$ cat src/rtl/arb_pkg.sv
// Purpose: shared types and default widths for the arbiter requester controller.
// Latency: n/a (types and constants only).
// Backpressure: n/a.
package arb_pkg;

  // Per-client controller states. Only REQ and XFER drive req.
  typedef enum logic [1:0] {
    IDLE = 2'd0,
    REQ  = 2'd1,
    XFER = 2'd2,
    GAP  = 2'd3
  } arb_state_t;

  localparam int ARB_N     = 4;
  localparam int ARB_CNT_W = 3;
  localparam int ARB_BURST = 4;
  localparam int ARB_TO_W  = 8;

  // Width of a beat counter that has to reach burst-1; never narrower than 1 bit.
  function automatic int beat_w(input int burst);
    return (burst > 1) ? $clog2(burst) : 1;
  endfunction

endpackage

$ cat src/rtl/arb_req_client.sv
// Purpose: one requester client; FSM plus pending, beat and starvation counters.
// Latency: push -> pend_cnt +1 cycle -> req +1 cycle; done 1 cycle after last granted beat.
// Backpressure: none on push; a push at a saturated count is dropped and flags ovf.
//
// Ports: push (1-cycle transaction request), gnt (this client's grant bit),
// req (registered request), done (burst-complete pulse), pend_cnt (queued
// transactions), ovf/starve (sticky flags), idle_gnt (grant seen while idle,
// with the post-GAP cycle masked out).
module arb_req_client
  import arb_pkg::*;
#(
  parameter int CNT_W = ARB_CNT_W,
  parameter int BURST = ARB_BURST,
  parameter int TO_W  = ARB_TO_W
) (
  input  logic             clk,
  input  logic             rst,
  input  logic             push,
  input  logic             gnt,
  output logic             req,
  output logic             done,
  output logic [CNT_W-1:0] pend_cnt,
  output logic             ovf,
  output logic             starve,
  output logic             idle_gnt
);

  localparam int              BW        = beat_w(BURST);
  localparam logic [BW-1:0]   BEAT_LAST = BW'(BURST - 1);
  localparam logic [CNT_W-1:0] CNT_MAX  = '1;
  localparam logic [TO_W-1:0] TO_MAX    = '1;

  arb_state_t      state;
  arb_state_t      state_nxt;
  logic [BW-1:0]   beat;
  logic [TO_W-1:0] to_cnt;
  logic            post_gap;
  logic            active;
  logic            beat_vld;
  logic            last_beat;

  assign active    = (state == REQ) || (state == XFER);
  assign beat_vld  = active && gnt;
  assign last_beat = beat_vld && (beat == BEAT_LAST);

  // State register.
  always_ff @(posedge clk) begin
    if (rst) state <= IDLE;
    else     state <= state_nxt;
  end

  // Next-state logic. GAP looks at pend_cnt after the completing decrement.
  always_comb begin
    state_nxt = state;
    case (state)
      IDLE: if (pend_cnt != '0) state_nxt = REQ;
      REQ: begin
        if (last_beat) state_nxt = GAP;
        else if (gnt)  state_nxt = XFER;
      end
      XFER: begin
        if (last_beat) state_nxt = GAP;
        else if (!gnt) state_nxt = REQ;   // preempted; beat count is kept
      end
      GAP:     state_nxt = (pend_cnt != '0) ? REQ : IDLE;
      default: state_nxt = IDLE;
    endcase
  end

  // Outputs decoded from the state register only, so gnt never reaches req combinationally.
  always_comb begin
    req      = active;
    idle_gnt = gnt && (state == IDLE) && !post_gap;
  end

  always_ff @(posedge clk) begin
    if (rst) begin
      done     <= 1'b0;
      post_gap <= 1'b0;
      beat     <= '0;
    end else begin
      done     <= last_beat;
      post_gap <= (state == GAP);
      if (last_beat)     beat <= '0;
      else if (beat_vld) beat <= beat + 1'b1;
    end
  end

  // Pending queue depth. A push landing on a completion cancels the decrement.
  always_ff @(posedge clk) begin
    if (rst) begin
      pend_cnt <= '0;
      ovf      <= 1'b0;
    end else if (push && !last_beat) begin
      if (pend_cnt == CNT_MAX) ovf <= 1'b1;
      else                     pend_cnt <= pend_cnt + 1'b1;
    end else if (!push && last_beat) begin
      pend_cnt <= pend_cnt - 1'b1;
    end
  end

  // Starvation timer: counts ungranted REQ cycles, saturating; starve latches at the top.
  always_ff @(posedge clk) begin
    if (rst) begin
      to_cnt <= '0;
      starve <= 1'b0;
    end else if (beat_vld || state_nxt == IDLE || state_nxt == GAP) begin
      to_cnt <= '0;
    end else if (state == REQ && to_cnt != TO_MAX) begin
      to_cnt <= to_cnt + 1'b1;
      if (to_cnt == TO_MAX - 1'b1) starve <= 1'b1;
    end
  end

endmodule

$ cat src/rtl/arb_req_ctrl.sv
// Purpose: requester-side controller for a registered fixed-priority arbiter, N clients.
// Latency: push at t -> req at t+2; done pulses the cycle after the BURST-th granted beat.
// Backpressure: none on push; saturated pushes are dropped and flagged in ovf.
//
// Ports: push[N] per-client requests, gnt[N] arbiter grants (one-hot or zero),
// req[N] registered requests, busy[N] client in REQ/XFER, done[N] completion
// pulses, pend_cnt[N*CNT_W] flattened pending counts (client i at i*CNT_W),
// ovf/starve[N] sticky per-client flags, err sticky grant-protocol violation.
module arb_req_ctrl
  import arb_pkg::*;
#(
  parameter int N     = ARB_N,
  parameter int CNT_W = ARB_CNT_W,
  parameter int BURST = ARB_BURST,
  parameter int TO_W  = ARB_TO_W
) (
  input  logic               clk,
  input  logic               rst,
  input  logic [N-1:0]       push,
  input  logic [N-1:0]       gnt,
  output logic [N-1:0]       req,
  output logic [N-1:0]       busy,
  output logic [N-1:0]       done,
  output logic [N*CNT_W-1:0] pend_cnt,
  output logic [N-1:0]       ovf,
  output logic [N-1:0]       starve,
  output logic               err
);

  logic [N-1:0] idle_gnt;
  logic         multi_gnt;

  for (genvar i = 0; i < N; i++) begin : g_client
    arb_req_client #(
      .CNT_W (CNT_W),
      .BURST (BURST),
      .TO_W  (TO_W)
    ) u_client (
      .clk      (clk),
      .rst      (rst),
      .push     (push[i]),
      .gnt      (gnt[i]),
      .req      (req[i]),
      .done     (done[i]),
      .pend_cnt (pend_cnt[i*CNT_W +: CNT_W]),
      .ovf      (ovf[i]),
      .starve   (starve[i]),
      .idle_gnt (idle_gnt[i])
    );
  end

  assign busy = req;

  // Clearing the lowest set bit leaves something only if two or more bits were set.
  assign multi_gnt = |(gnt & (gnt - N'(1)));

  always_ff @(posedge clk) begin
    if (rst) err <= 1'b0;
    else if (multi_gnt || (|idle_gnt)) err <= 1'b1;
  end

endmodule

$ cat config.mk
export PLATFORM = sky130hd
export DESIGN_NAME = arb_req_ctrl
export DESIGN_NICKNAME = d
export VERILOG_FILES = /design/src/rtl/arb_pkg.sv /design/src/rtl/arb_req_client.sv /design/src/rtl/arb_req_ctrl.sv
export SDC_FILE = /design/constraint.sdc
export NUM_CORES = 1
export LEC_CHECK = 0
export CORE_UTILIZATION = 35
export CTS_BUF_LIST = sky130_fd_sc_hd__clkbuf_16
export DETAILED_ROUTE_END_ITERATION = 8
export PLACE_DENSITY = 0.64
export SLEW_MARGIN = 15
export SYNTH_ARGS = -nofsm -noshare
export SYNTH_HDL_FRONTEND = slang
export SYNTH_HIERARCHICAL = 1
export SYNTH_SLANG_ARGS = --single-unit
export TNS_END_PERCENT = 20
$ cat constraint.sdc
create_clock -name clk -period 2.7 [get_ports clk]
set_input_delay 0.54 -clock clk [delete_from_list [all_inputs] [get_ports clk]]
set_output_delay 0.54 -clock clk [all_outputs]
set_load 0.01 [all_outputs]
* Word level (Yosys, flattened, before mapping)
Index checks and enable logic that the tools add are counted. Widths: inputs -> output; s select.
Word-level totals: flip-flop bits (word level) 77, latch bits 0, RAM bits 0, memory bits (read-only) 0, bits of input ports 10, output and inout port bits 33, logic and storage cells 222, memories 0
Operators by class: add/sub/neg operators 17, multipliers 0, divide/modulo/power cells 0, magnitude comparators 0, eq/ne operators 36, shift operators 0, mux-type cells 40, bitwise operators 5, reduce and logical (&&, ||, !) cells 91
Operator list (number):
- $mux 2 | 20
- $mux 3 | 12
- $add 8x1->8 const B | 4
- $eq 2x2->1 const B | 16
- $eq 8x8->1 const B | 4
- $ne 8x8->1 const B | 4
- $pmux 2 s4 | 4
- $logic_and 1x1->1 | 28
- $logic_not 2->1 | 8
- $reduce_and 2->1 | 8
- $reduce_or 2->1 | 8
- $logic_or 1x1->1 | 13
- $add 3x1->3 const B | 4
- $eq 3x3->1 const B | 4
- $logic_not 1->1 | 12
- $reduce_and 3->1 | 4
- $reduce_bool 3->1 | 4
- $sub 3x1->3 const B | 4
- $add 2x1->2 const B | 4
- $eq 2x1->1 const B | 4
- $ne 2x2->1 const B | 4
- $reduce_bool 2->1 | 4
- $reduce_or 4->1 | 2
- $and 4x4->4 | 1
- 3 further kinds | 9

* Logic depth before layout (Yosys ltp)
depth after elaboration 11, gate-level depth with buffers 9, mapped depth without buffers 9

* Cells and area by module
Netlist, hierarchy kept.
Modules (own cells, without submodules):
- arb_req_client at g_client[0].u_client ... | instances 3, cells each 111, area an instance 974.7 µm², seq. area each 380.4 µm²
- arb_req_client at g_client[2].u_client | instances 1, cells each 115, area an instance 1019.7 µm², seq. area each 380.4 µm²
- arb_req_ctrl | instances 1, cells each 10, area an instance 86.3 µm², seq. area each 20.0 µm²

* Worst setup path before layout
OpenSTA, ideal clock, no wires.
path type reg-to-reg, from reg g_client[0].u_client.state[0], to reg g_client[0].u_client.pend_cnt[2], setup time 0.128 ns, arrival 1.967 ns, required time 2.572 ns, setup slack 0.605 ns, cell stages (with the launch flop) 9, buffers on the path 0, period minus slack after synthesis 2.095 ns, cell sequence dfxtp_1 > inv_1 > ha_1 > nand3_1 > nand2_1 > fa_1 > o31ai_1 > xnor2_1 > nor2_1
Between the ends: cells in the longest elaborated chain, start to end 8, elaborated cells on any way between the ends 12, classes of those cells eq/ne (3); mux (1); reduce/logical (8)
Ends and longest elaborated chain:
- from (decl) | line arb_req_client.sv:33 | arb_state_t state;
- from (signal assigned) | line arb_req_client.sv:49 | else state <= state_nxt;
- $eq 2x1->1 / $eq 2x2->1 (equally long branches) | line arb_req_client.sv:42 | assign active = (state == REQ) || (state == XFER);
- $logic_or 1x1->1 * | line arb_req_client.sv:42
- via busy[0] | line arb_req_ctrl.sv:22 | output logic [N-1:0] busy,
- $logic_and 1x1->1 * | line arb_req_client.sv:43 | assign beat_vld = active && gnt;
- $logic_and 1x1->1 * | line arb_req_client.sv:44 | assign last_beat = beat_vld && (beat == BEAT_LAST);
- $logic_not 1->1 | line arb_req_client.sv:94 | end else if (push && !last_beat) begin
- $logic_and 1x1->1 | line arb_req_client.sv:94
- $ne 2x2->1 (no line) / $reduce_bool 2->1 (equally long branches)
- $reduce_and 2->1 (no line)
- to (signal assigned) | line arb_req_client.sv:96 | else pend_cnt <= pend_cnt + 1'b1;
- to (signal assigned) | line arb_req_client.sv:98 | pend_cnt <= pend_cnt - 1'b1;
- to (decl) | line arb_req_client.sv:22 | output logic [CNT_W-1:0] pend_cnt,
Mark *: on every way through the listed nets, which the timed path passes. The rest lies on a longest branch. A chain may end at the register's enable or synchronous reset.

* Final worst setup path
from reg g_client[3].u_client.state[0], to out req[3]
Between the ends: cells in the longest elaborated chain, start to end 2, elaborated cells on any way between the ends 3, classes of those cells eq/ne (2); reduce/logical (1)
Ends and longest elaborated chain:
- from (decl) | line arb_req_client.sv:33
- from (signal assigned) | line arb_req_client.sv:49
- $eq 2x1->1 / $eq 2x2->1 (equally long branches) | line arb_req_client.sv:42
- $logic_or 1x1->1 * | line arb_req_client.sv:42
- to (decl) | line arb_req_ctrl.sv:21 | output logic [N-1:0] req,
Every way passes the cells marked *; elsewhere a longest branch is shown, timed or not.

==> summary.txt <==
Power and ir drop
  – P_leak: 1.75 nW
  – Peak VDD IR: 0.366 mV
  – Pwr Density: 712 nW/um^2
  – Sequential power share: 37.8%
  – Cell-internal power: 2.45 mW
  – Switching Fraction: 29.9%
  – Clock share of power: 35.6%
  – Sw Pwr: 1.05 mW
  – Combinational Power Share: 26.6%

Logic synthesis
  – Post-Synth XOR/XNOR Area: 8.23%
  – Combinational family with the most area after synthesis: simple AND/OR/NAND/NOR gates
  – Post-synthesis adder-cell area fraction: 10.7%
  – FF+latch count, synth: 77
  – Post-synthesis mux area share: 2.11%
  – Ys async rst share: 0%
  – Gate count after technology mapping: 458
  – Synthesized area per cell: 8.80 sq um
  – Distinct cells, synth: 47
  – Sequential fraction of the synthesis area: 38.2%
  – Syn_nets: 500
  – Simple-Gate Fraction of Synth Area: 23.4%
  – Compound-Gate Fraction of Synth Area: 13.7%
  – EDFF count, synth: 0
  – Syn Std Cell Area: 4030 sq um
  – Primary FF master, synth: dfxtp_1
  – Ys Warns: 6

CTS
  – Root Buffer: clkbuf_16
  – H-tree depth: 3
  – Clock slew at reported path FFs: 60 ps
  – Num Clock Sinks: 77
  – Clock insertion delay at the later pin of the skew report: 330 ps
  – Hold bufs inserted after CTS: 0
  – Clock Tree Buf Depth: 2
  – # Post-CTS Setup Buffers: 0
  – CTS resizes: 0
  – CTS tree: built
  – Inserted Clock Buffers: 9

Floorplanning
  – Chip height: 109 microns
  – Ports: 43
  – Core Area: 11,000 sq um
  – Starting Density: 36.5%
  – Die X-Extent: 109 microns
  – DIE AREA: 11,900 sq um
  – Cell Rows: 38

Routing
  – DRT Pass-1 Iters: 4
  – DR DRC count: 0
  – WL final: 7820 microns
  – Via count: 3,243
  – Wire per inst: 12.0 microns
  – Mean number of vias per cell: 5.00
  – Initial DRC count: 69
  – Antenna viol nets, final: 0

STA
  – Least-Margin Pin Slew: 508 ps
  – Setup TNS: 0 ps
  – Part of the cycle the worst path needs: 89.3%
  – Fin. max-slew vios: 0
  – Clock skew: 4.96 ps
  – Endpoints failing setup: 0
  – Min cycle time layout: 2410 ps
  – Setup ws final: 290 ps
  – RSZ-0062 raised after global routing: no
  – Slew Limit Headroom: 66.1%
  – Peak Freq: 415 MHz
  – Final Hold Viols: 0

Worst setup path
  – Crit. End Element: output port
  – Crit path kind: reg2out
  – CP required: 2160 ps
  – CP startpoint kind: flop
  – R2r setup slk: 430 ps
  – Reg2reg path depth: 8
  – Worst Path Arrival: 1870 ps
  – RR Endpoint: g_client[3].u_client/pend_cnt[2]
  – Crit-path max FO: 7
  – Reg2Reg Launch Point: g_client[3].u_client/state[0]

Global route
  – Initial antenna violation count: 0
  – Met1 usage: 18.2%
  – GR met3 Demand/Resource: 4.62%
  – GR Util met2: 24.5%
  – Grt ovf: 0
  – Vias in the first global route: 3,178
  – Global-route wire length before repair: 13,900 microns
  – Busiest grt layer: met2
  – Total track usage: 14.7%
  – Largest net degree at the start of global routing: 27

Placed design
  – Post-DP HPWL: 5760 microns
  – Post-DP Area: 4600 sq um
  – IO buf count: 42
  – Dpl ws: 243 ps
  – Placer Congestion: 0.778
  – Placed insts: 633

Layout
  – Final nets: 546
  – Ant. Diodes: 0
  – Share of cells above drive strength 1: 6.48%
  – Post-route cell area: 4910 sq um
  – Final Non-Filler Cells: 649
  – Area growth from synthesis to layout: 21.7%

Worst hold path
  – Hold Path Sink: g_client[2].u_client/ovf
  – Hold path cells: 2
  – Hold_sp: g_client[2].u_client/ovf
  – Hold crit path type: reg2reg

Job
  – Max-Cap Viols: 0

Status
  – Status: finished, final reports clean
-- routing by layer --
layer  share of wire, %  up-vias
met5                  0        -
met4                1.1        0
met3                4.0        7
met2                 47       51
met1                 48     1490
li1                   -     1695
-- kinds of logic after synthesis --
family                     after synthesis
AOI/OAI and AO/OA                       73
xor gates and xnor gates                37
adders and majority gates               32
buffers and inverters                   34
DFF                                     77
muxes                                    7
and+or+nand+nor                        198
-- area by class of cell --
class / count / area [sq um]
fill: 1088 / 6120
multi-input combinational: 347 / 2340
sequential: 77 / 1540
timing repair buffer: 48 / 460
clock buffer: 9 / 225
tap: 140 / 175
clock inverter: 7 / 82.6
inverter: 21 / 78.8
-- cell usage after synthesis, types with 5 or more instances --
cell type  instances  area [sq um]
nor2_1            82           308
nand4_1           13          81.3
nor2b_1            8          50.1
xor2_1             7          61.3
nor3_1            18          90.1
clkbuf_1           5          18.8
inv_1             21          78.8
xnor2_1           29           254
nand2b_1           8          50.1
nand3_1           19          95.1
nor3b_1            9          67.6
a211oi_1           5          37.5
o31a_1             6          52.6
a21oi_1           17          85.1
o31ai_1            7          52.6
dfxtp_1           77          1540
ha_1              28           350
nand2_1           30           113
-- critical path, stage by stage, from the launching register on --
cell,delay (ps)
dfxtp_1,420
inv_1,100
ha_1,430
clkdlybuf4s50_1,580
-- metrics by stage --
stage	util (%)	hold WS [ps]	total power [mW]
after floorplan	-	461	2.01
after global placement	41.7	451	2.25
after detailed placement	41.7	464	2.28
after CTS	44.5	477	3.54
after global routing	44.5	495	3.72
final	44.5	468	3.49
-- power groups by stage --
stage | clock network, mW | registers, mW | logic [mW]
3_5_place_dp | 0 | 1.35 | 0.931
5_1_grt | 1.33 | 1.34 | 1.05
2_1_floorplan | 0 | 1.33 | 0.678
4_1_cts | 1.28 | 1.32 | 0.937
6_report | 1.24 | 1.32 | 0.929
3_3_place_gp | 0 | 1.34 | 0.909
-- sequential cells by signal (all words and copies together) (netlist names) --
name	flops
g_client.u_client/post_gap	4
g_client.u_client/starve	4
g_client.u_client/state	8
g_client.u_client/to_cnt	32
g_client.u_client/ovf	4
g_client.u_client/pend_cnt	12
g_client.u_client/beat	8
err	1
g_client.u_client/done	4
-- cell usage in the layout (no fill, tap or decap), types with 4 or more instances in the layout --
cell type and count:
nor2_1 82, dfxtp_1 77, clkdlybuf4s50_1 41, nand2_1 30
xnor2_1 29, ha_1 28, inv_1 23, nand3_1 19
nor3_1 18, a21oi_1 17, nand4_1 13, clkbuf_16 9
nor3b_1 9, nand2b_1 8, nor2b_1 8, xor2_1 7
o31ai_1 7, o31a_1 6, buf_4 6, a211oi_1 5
a211oi_2 4, o22ai_1 4, a31oi_1 4, o21ai_0 4
mux2i_1 4, and4_1 4, fa_1 4
-- how the worst max path moves through the flow --
| stage | from | end | cells after the start |
|---|---|---|---|
| 2_1_floorplan | g_client[0].u_client/state[0] | g_client[0].u_client/pend_cnt[2] | 8 |
| 3_3_place_gp | gnt[0] | g_client[0].u_client/pend_cnt[2] | 7 |
| 3_5_place_dp | gnt[2] | g_client[2].u_client/starve | 6 |
| 4_1_cts | g_client[3].u_client/state[0] | req[3] | 3 |
| 5_1_grt | g_client[1].u_client/state[0] | req[1] | 3 |
| 6_report | g_client[3].u_client/state[0] | req[3] | 3 |
Note: power is estimated with default switching activity, not from simulation.
